### src/rtl/cpu_types_pkg.sv
// Shared CPU-wide scalar types: register index and data word.
package cpu_types_pkg;
  typedef logic [4:0]  regbits_t;
  typedef logic [31:0] word_t;
endpackage

### src/rtl/wb_arbiter_pkg.sv
// Types and helpers shared by the write-back arbiter and its B-result FIFO.
package wb_arbiter_pkg;
  import cpu_types_pkg::*;

  typedef struct packed {
    logic     live;
    regbits_t wsel;
    word_t    wdat;
  } wb_entry_t;

  localparam regbits_t REG_ZERO = '0;

  function automatic logic reg_hit(input logic live, input regbits_t wsel, input regbits_t sel);
    return live && (wsel == sel);
  endfunction
endpackage

### src/rtl/wb_fifo.sv
// Circular buffer for long-latency write results; every slot is visible to the
// parent so it can kill stale writes and answer busy queries.
module wb_fifo
  import cpu_types_pkg::*;
  import wb_arbiter_pkg::*;
#(
  parameter int DEPTH = 4
) (
  input  logic                         clk,
  input  logic                         rst_n,
  input  logic                         push,
  input  logic                         pop,
  input  regbits_t                     push_wsel,
  input  word_t                        push_wdat,
  input  logic [DEPTH-1:0]             kill,
  output wb_entry_t [DEPTH-1:0]        entries,
  output logic [$clog2(DEPTH)-1:0]     head_idx,
  output logic                         full,
  output logic                         empty
);
  localparam int AW = $clog2(DEPTH);
  typedef logic [AW:0] ptr_t;

  ptr_t             wptr_q, wptr_d;
  ptr_t             rptr_q, rptr_d;
  logic [DEPTH-1:0] live_q, live_d;
  regbits_t         wsel_q [DEPTH];
  word_t            wdat_q [DEPTH];
  logic [AW-1:0]    widx, ridx;
  logic             push_ok, pop_ok;

  assign widx     = wptr_q[AW-1:0];
  assign ridx     = rptr_q[AW-1:0];
  assign head_idx = ridx;
  // Extra pointer MSB tells a full ring from an empty one.
  assign empty    = (wptr_q == rptr_q);
  assign full     = (wptr_q[AW] != rptr_q[AW]) && (widx == ridx);
  assign push_ok  = push && !full;
  assign pop_ok   = pop && !empty;

  always_comb begin
    wptr_d = wptr_q;
    rptr_d = rptr_q;
    live_d = live_q & ~kill;
    if (pop_ok) begin
      live_d[ridx] = 1'b0;
      rptr_d       = rptr_q + ptr_t'(1);
    end
    if (push_ok) begin
      live_d[widx] = 1'b1;
      wptr_d       = wptr_q + ptr_t'(1);
    end
  end

  always_ff @(posedge clk or negedge rst_n) begin
    if (!rst_n) begin
      wptr_q <= '0;
      rptr_q <= '0;
      live_q <= '0;
    end else begin
      wptr_q <= wptr_d;
      rptr_q <= rptr_d;
      live_q <= live_d;
    end
  end

  // Payload is only meaningful under a set live bit, so it carries no reset.
  always_ff @(posedge clk) begin
    if (push_ok) begin
      wsel_q[widx] <= push_wsel;
      wdat_q[widx] <= push_wdat;
    end
  end

  for (genvar i = 0; i < DEPTH; i++) begin : g_entry
    assign entries[i] = '{live: live_q[i], wsel: wsel_q[i], wdat: wdat_q[i]};
  end
endmodule

### src/rtl/wb_arbiter.sv
// Merges pipeline write-back (A, priority) with buffered long-latency results (B)
// onto the single register_file write port; tracks pending writes and starvation.
module wb_arbiter
  import cpu_types_pkg::*;
  import wb_arbiter_pkg::*;
#(
  parameter int DEPTH        = 4,
  parameter int STARVE_LIMIT = 8
) (
  input  logic        CLK,
  input  logic        nRST,
  input  logic        a_wen,
  input  logic [4:0]  a_wsel,
  input  logic [31:0] a_wdat,
  input  logic        b_valid,
  output logic        b_ready,
  input  logic [4:0]  b_wsel,
  input  logic [31:0] b_wdat,
  output logic        rf_wen,
  output logic [4:0]  rf_wsel,
  output logic [31:0] rf_wdat,
  input  logic [4:0]  query_sel1,
  input  logic [4:0]  query_sel2,
  output logic        busy1,
  output logic        busy2,
  output logic        stall_req
);
  localparam int AW = $clog2(DEPTH);
  localparam int CW = $clog2(STARVE_LIMIT + 1);
  localparam logic [CW-1:0] STARVE_MAX = CW'(STARVE_LIMIT);

  wb_entry_t [DEPTH-1:0] entries;
  wb_entry_t             head;
  logic [AW-1:0]         head_idx;
  logic                  full, empty;
  logic                  a_sel, head_live, push, pop;
  logic [DEPTH-1:0]      kill;
  logic [CW-1:0]         starve_q, starve_d;
  logic                  stall_q, stall_d;

  assign a_sel     = a_wen && (a_wsel != REG_ZERO);
  assign head      = entries[head_idx];
  assign head_live = !empty && head.live;
  assign b_ready   = !full;
  // Writes to r0 complete the handshake but are never queued.
  assign push      = b_valid && !full && (b_wsel != REG_ZERO);
  // Dead heads drain every cycle; live heads wait for A to leave the port.
  assign pop       = !empty && (!head.live || !a_sel);

  wb_fifo #(
    .DEPTH (DEPTH)
  ) u_fifo (
    .clk       (CLK),
    .rst_n     (nRST),
    .push      (push),
    .pop       (pop),
    .push_wsel (b_wsel),
    .push_wdat (b_wdat),
    .kill      (kill),
    .entries   (entries),
    .head_idx  (head_idx),
    .full      (full),
    .empty     (empty)
  );

  always_comb begin
    rf_wen  = 1'b0;
    rf_wsel = '0;
    rf_wdat = '0;
    if (a_sel) begin
      rf_wen  = 1'b1;
      rf_wsel = a_wsel;
      rf_wdat = a_wdat;
    end else if (head_live) begin
      rf_wen  = 1'b1;
      rf_wsel = head.wsel;
      rf_wdat = head.wdat;
    end
  end

  // A is younger than anything already stored, so a matching A write makes it stale.
  always_comb begin
    kill  = '0;
    busy1 = 1'b0;
    busy2 = 1'b0;
    for (int i = 0; i < DEPTH; i++) begin
      kill[i] = a_sel && reg_hit(entries[i].live, entries[i].wsel, a_wsel);
      if ((query_sel1 != REG_ZERO) && reg_hit(entries[i].live, entries[i].wsel, query_sel1))
        busy1 = 1'b1;
      if ((query_sel2 != REG_ZERO) && reg_hit(entries[i].live, entries[i].wsel, query_sel2))
        busy2 = 1'b1;
    end
  end

  always_comb begin
    starve_d = '0;
    if (head_live && !pop)
      starve_d = (starve_q == STARVE_MAX) ? starve_q : starve_q + CW'(1);
    stall_d = (starve_d == STARVE_MAX);
  end

  always_ff @(posedge CLK or negedge nRST) begin
    if (!nRST) begin
      starve_q <= '0;
      stall_q  <= 1'b0;
    end else begin
      starve_q <= starve_d;
      stall_q  <= stall_d;
    end
  end

  assign stall_req = stall_q;
endmodule
### config.mk
export PLATFORM = sky130hd
export DESIGN_NAME = wb_arbiter
export DESIGN_NICKNAME = d
export VERILOG_FILES = /design/src/rtl/cpu_types_pkg.sv /design/src/rtl/wb_arbiter_pkg.sv /design/src/rtl/wb_fifo.sv /design/src/rtl/wb_arbiter.sv
export SDC_FILE = /design/constraint.sdc
export NUM_CORES = 1
export LEC_CHECK = 0
export ABC_CLOCK_PERIOD_IN_PS = 3200
export BUFFER_PORTS_ARGS = -buffer_cell sky130_fd_sc_hd__buf_2
export CELL_PAD_IN_SITES_DETAIL_PLACEMENT = 1
export CELL_PAD_IN_SITES_GLOBAL_PLACEMENT = 2
export CORE_AREA = 2 2 100 198
export CTS_CLUSTER_SIZE = 10
export DETAILED_ROUTE_END_ITERATION = 16
export DIE_AREA = 0 0 102 200
export PLACE_DENSITY = 0.87
export SETUP_SLACK_MARGIN = 0.02
export SKIP_CTS_REPAIR_TIMING = 1
export SYNTH_ARGS = -nofsm -noshare
export SYNTH_HDL_FRONTEND = slang
export SYNTH_SLANG_ARGS = --single-unit
### constraint.sdc
create_clock -name CLK -period 3.2 [get_ports CLK]
set_input_delay 0.32 -clock CLK [delete_from_list [all_inputs] [get_ports CLK]]
set_output_delay 0.32 -clock CLK [all_outputs]
set_load 0.005 [all_outputs]
## Word-level counts from Yosys, hierarchy flattened

Memory sizes are Yosys's and may differ from the RTL's.
Index checks and enable logic that the tools add are counted.

| storage, ports and cells | value |
|---|---|
| flip-flop bits (word level) | 15 |
| RAM bits | 148 |
| word-level logic and storage cells | 107 |
| memories | 2 |

| cells by class | value |
|---|---|
| add/sub/neg operators | 3 |
| magnitude comparators | 4 |
| eq/ne operators | 17 |
| multiplexer cells | 26 |
| bitwise logic cells | 5 |
| reductions and logical operators | 45 |

Memories:

| memory | words | width | read ports | clocked after Yosys merged registers in | write ports | RTL line | RTL |
|---|---|---|---|---|---|---|---|
| u_fifo.wdat_q | 4 | 32 | 4 | 0 | 1 | wb_fifo.sv:28 | `word_t wdat_q [DEPTH];` |
| u_fifo.wsel_q | 4 | 5 | 4 | 0 | 1 | wb_fifo.sv:27 | `regbits_t wsel_q [DEPTH];` |

Operator list:

| kind | number |
|---|---|
| $bmux W38 S2 | 1 |
| $mux W32 | 2 |
| $eq A5 B5 Y1 | 12 |
| $mux W38 | 1 |
| $logic_and A1 B1 Y1 | 35 |
| $reduce_bool A5 Y1 | 4 |
| $mux W4 | 4 |
| $mux W1 | 14 |
| $mux W5 | 2 |
| $and A4 B4 Y4 | 2 |
| $eq A4 B4 Y1 const B | 2 |
| $not A4 Y4 | 2 |
| $add A3 B1 Y3 const B | 2 |
| $lt A2 B3 Y1 const B | 2 |
| $logic_not A1 Y1 | 5 |
| $add A4 B1 Y4 const B | 1 |
| $demux W1 S2 | 2 |
| $ge A2 B1 Y1 const B | 2 |
| $or A4 B4 Y4 | 1 |
| $eq A3 B3 Y1 | 1 |
| $eq A2 B2 Y1 | 1 |
| $logic_or A1 B1 Y1 | 1 |
| $ne A1 B1 Y1 | 1 |

## Longest topological paths before layout

| depth | value |
|---|---|
| depth in word-level cells | 9 |
| gate-level depth with buffers | 7 |

## Modules after synthesis

From an unflattened synthesis, not the netlist that was laid out.

| unflattened totals | value |
|---|---|
| cells, all modules | 458 |
| area, all modules | 7612.3 µm² |

Modules (own cells, without submodules):

| module | instances | cells an instance | area an instance (µm²) |
|---|---|---|---|
| wb_fifo | 1 | 227 | 5223.8 |
| wb_arbiter | 1 | 231 | 2388.5 |

## Worst setup path after synthesis

Ideal clock, no wire load.

| timing path | value |
|---|---|
| path type | reg-to-reg |
| from | register u_fifo.rptr_q[0] |
| to | memory u_fifo.wdat_q[0][0] (netlist name), enable pin |
| setup time | 0.399 ns |
| data arrival time | 2.107 ns |
| setup slack | 0.694 ns |
| cell stages (with the launch flop) | 6 |
| path buffers | 1 |
| cells stage by stage | dfrtp_1 > buf_2 > xor2_1 > nor2_1 > a21oi_1 > and2_1 |

| on the way | value |
|---|---|
| word-level cells in the longest chain between the ends | 8 |

Ends and longest elaborated chain:

| element | RTL line | RTL |
|---|---|---|
| start: declaration | wb_fifo.sv:25 | `ptr_t rptr_q, rptr_d;` |
| start signal: assignment | wb_fifo.sv:62 | `rptr_q <= rptr_d;` |
| $eq A2 B2 Y1 * | wb_fifo.sv:37 | `assign full = (wptr_q[AW] != rptr_q[AW]) && (widx == ridx);` |
| $logic_and A1 B1 Y1 * | wb_fifo.sv:37 |  |
| $logic_not A1 Y1 * | wb_fifo.sv:38, wb_arbiter.sv:46 |  |
| $logic_and A1 B1 Y1 (2 in series) | wb_arbiter.sv:46 | `assign push = b_valid && !full && (b_wsel != REG_ZERO);` |
| $logic_and A1 B1 Y1 * | wb_fifo.sv:38 | `assign push_ok = push && !full;` |
| $mux W1 * | wb_fifo.sv:69 | `if (push_ok) begin` |
| $mux W1 (not written as such) * | wb_fifo.sv:71 | `wdat_q[widx] <= push_wdat;` |
| end: declaration | wb_fifo.sv:28 |  |

Every way passes the cells marked *; elsewhere a longest branch is shown, timed or not.

## Final worst setup path

| timing path | value |
|---|---|
| from | register u_fifo.rptr_q[1] |
| to | output port rf_wdat[14] |

| on the way | value |
|---|---|
| word-level cells in the longest chain between the ends | 5 |
| elaborated cells between the ends (all ways) | 7 |
| those cells by class | eq/ne: 1; mux: 4; reduce/logical: 2 |

Ends and longest elaborated chain:

| element | RTL line | RTL |
|---|---|---|
| $bmux W38 S2 or $eq A3 B3 Y1 (tied branches) | wb_arbiter.sv:42, wb_fifo.sv:36 |  |
| $mux W38 (not written as such) or $logic_not A1 Y1 (tied branches) | wb_arbiter.sv:42, wb_arbiter.sv:43 |  |
| $logic_and A1 B1 Y1 | wb_arbiter.sv:43 | `assign head_live = !empty && head.live;` |
| $mux W32 * | wb_arbiter.sv:74 | `end else if (head_live) begin` |
| $mux W32 * | wb_arbiter.sv:70 | `if (a_sel) begin` |
| end: declaration | wb_arbiter.sv:21 | `output logic [31:0] rf_wdat,` |

Every way passes the cells marked *; elsewhere a longest branch is shown, timed or not. The select of a mux whose other input is x is not followed.

==> results.json <==
{
  "outcome": "completed",
  "gr-total-overflow": 0,
  "synth_cells": 429,
  "initial_utilization": 0.3922,
  "hp-start": "b_wdat[5]",
  "wl_um": 18750,
  "cp_top_family": "simple AND/OR/NAND/NOR gates",
  "ant_nets": 0,
  "fin_setup_tns_ns": 0,
  "h-tree-depth": 4,
  "drc": 0,
  "cts_buffers": 17,
  "whs_path_depth": 1,
  "cp.arrival_ns": 2.70,
  "drtPass1Iterations": 5,
  "cts_buffer_depth": 2,
  "crit_fanout": 41,
  "clock_insertion_delay_worst_skew_ns": 0.42,
  "yosys.area.top_type": "edfxtp_1",
  "worstMarginPinSlew_ns": 1.084,
  "grt_setup_unrepaired": "true",
  "cts_tree": "yes",
  "port_buffers": 129,
  "crit_required_ns": 2.88,
  "synthTopCellsByCount": "edfxtp_1, xor2_1, mux4_2",
  "syn_nets": 527,
  "row_count": 71,
  "min_to": "u_fifo.wdat_q[1][5]",
  "dp_hpwl_um": 13270,
  "leakagePower_nw": 3.264,
  "pre_cts_ws_ns": 0.4421,
  "start_kind": "flop",
  "whs_ns": 0.1198,
  "nets": 657,
  "netlist.area_leader.share": 0.6017,
  "setup_viol": 0,
  "ys.flop_type": "edfxtp_1",
  "synth.cell_area_um2": 7386,
  "synth_edf_count": 148,
  "ff2ff_path_depth": 4,
  "drive_gt1_frac": 0.3864,
  "timing.rr.end": "u_fifo.wsel_q[2][1]",
  "slew_violations": 0,
  "p_total_w": 0.007615,
  "cp_slowest_cell": "buf_4",
  "critical_path.max_stage_delay_ns": 0.51,
  "path_cells": "buf_4 -> mux4_2 -> nand2b_1 -> nor2_8 -> a22o_1 -> buf_2",
  "cellPowerDensity_nw_per_um2": 858.8,
  "yosysMostFrequentCell": "edfxtp_1",
  "fin_worst_skew_ns": 0.008433,
  "vias": 4356,
  "drt_iter0_markers": 147,
  "critPathKind": "reg2out",
  "fin_ws_ns": 0.1790,
  "die_y_um": 200,
  "viasPerCell": 5.267,
  "grt_max_degree": 42,
  "ys_ff_latch": 163,
  "worst_hold_path_type": "in2reg",
  "layout-area-overhead-vs-synth_pct": 20.06,
  "die_area_um2": 20400,
  "r2r_slack_ns": 0.48,
  "antenna_found_initial": 0,
  "wl_per_cell_um": 22.67,
  "ys_seq_area_frac": 0.6525,
  "fp.dieW_um": 102,
  "async_reset_ff_frac": 0.09202,
  "cts.sinks": 163,
  "worstSetupEndpointType": "output port",
  "synth_area_per_cell_um2": 17.22,
  "n_antenna_cell": 0,
  "hold_viol": 0,
  "period_needed_ns": 3.021,
  "ys_warn_count": 0,
  "root_buffer": "clkbuf_16",
  "crit_buf_inv": 2,
  "grt_use_total": 0.1913,
  "core_area_um2": 18830,
  "synth_cell_type_count": 33,
  "vdd_drop_max_mv": 0.5282,
  "reg2reg_from": "u_fifo.rptr_q[0]",
  "grt_pass1_wl_um": 27950,
  "timing.fmax_mhz": 331.0,
  "grt_pass1_vias": 4794,
  "maxSlewHeadroom": 0.2771,
  "gp_congestion": 0.9173,
  "synthTopCellsByArea": "edfxtp_1, mux4_2, xor2_1",
  "path_clk_slew_ns": 0.07,
  "io-pin-count": 130,
  "cap_violations": 0,
  "fin_crit_sh": 0.9441
}
-- metrics by stage --
stage,cell area (um2),utilization,instances
global route,8867,0.4708,827
detailed placement,8258,0.4385,789
global placement,8258,0.4385,789
CTS,8816,0.4681,821
floorplan,7386,-,429
finish,8867,0.4708,827
-- state kept, by name, indices dropped and copies added, names as in the netlist --
| name | cells |
|---|---|
| u_fifo.wdat_q | 128 |
| u_fifo.rptr_q | 3 |
| stall_req | 1 |
| u_fifo.wsel_q | 20 |
| starve_q | 4 |
| u_fifo.wptr_q | 3 |
| u_fifo.live_q | 4 |
-- cell families (layout without fill, tap and decap cells) --
kind of cell             after synthesis  after routing  synth area share
flip-flops                           163            163            0.6525
AO/OA/AOI/OAI                         52             52           0.05980
adder cells (fa/ha/maj)               10             10           0.01694
buffers and inverters                 39            181           0.02795
XOR/XNOR                              69             69           0.08182
AND/OR/NAND/NOR                       56             57           0.04235
multiplexers                          40             40            0.1186
-- final cells by class --
type                       instances  area [um2]
timing repair buffer             141       763.2
clock inverter                    13       125.1
sequential                       163        4822
multi-input combinational        228        2375
tap                              255       319.1
inverter                           8       30.03
fill                            1908        9966
clock buffer                      19       432.9
-- routing by layer --
metal | vias up | GRT usage | share of wire
li1 | 1948 | - | -
met1 | 2241 | 0.1938 | 0.34
met2 | 130 | 0.3592 | 0.58
met3 | 37 | 0.03238 | 0.030
met4 | 0 | 0.1081 | 0.049
met5 | - | 0 | 0
-- report_power, final --
part	switching (W)	internal [W]	leakage, nW
clock	0.000831	0.00108	0.271
combinational	0.00140	0.00116	1.45
sequential	0.000266	0.00287	1.54
total	0.00250	0.00511	3.26
-- worst max path at each step --
stage,slack [ns],startpoint,endpoint,cells after the start
finish,0.18,u_fifo.rptr_q[1],rf_wdat[14],6
global route,0.02,u_fifo.rptr_q[1],rf_wdat[14],6
CTS,0.11,u_fifo.rptr_q[1],rf_wdat[14],6
detailed placement,0.44,u_fifo.rptr_q[0],u_fifo.wdat_q[2][14],4
global placement,0.56,b_wsel[1],u_fifo.wdat_q[3][3],7
floorplan,0.69,u_fifo.rptr_q[0],u_fifo.wdat_q[0][0],5
-- cells in the final DEF (no fill, tap or decap), types with 6 or more instances in the layout --
cell,Yosys,final
a22o_1,37,37
buf_2,9,129
buf_4,0,9
clkbuf_16,0,17
dfrtp_1,15,13
edfxtp_1,148,148
ha_1,10,10
inv_1,8,7
inv_6,0,6
mux4_2,38,38
nand2_1,11,11
nand3_1,9,9
nand4_1,6,6
nor2_1,6,6
nor4_1,9,9
xnor2_1,21,21
xor2_1,48,48
(Power assumes the default switching activity.)
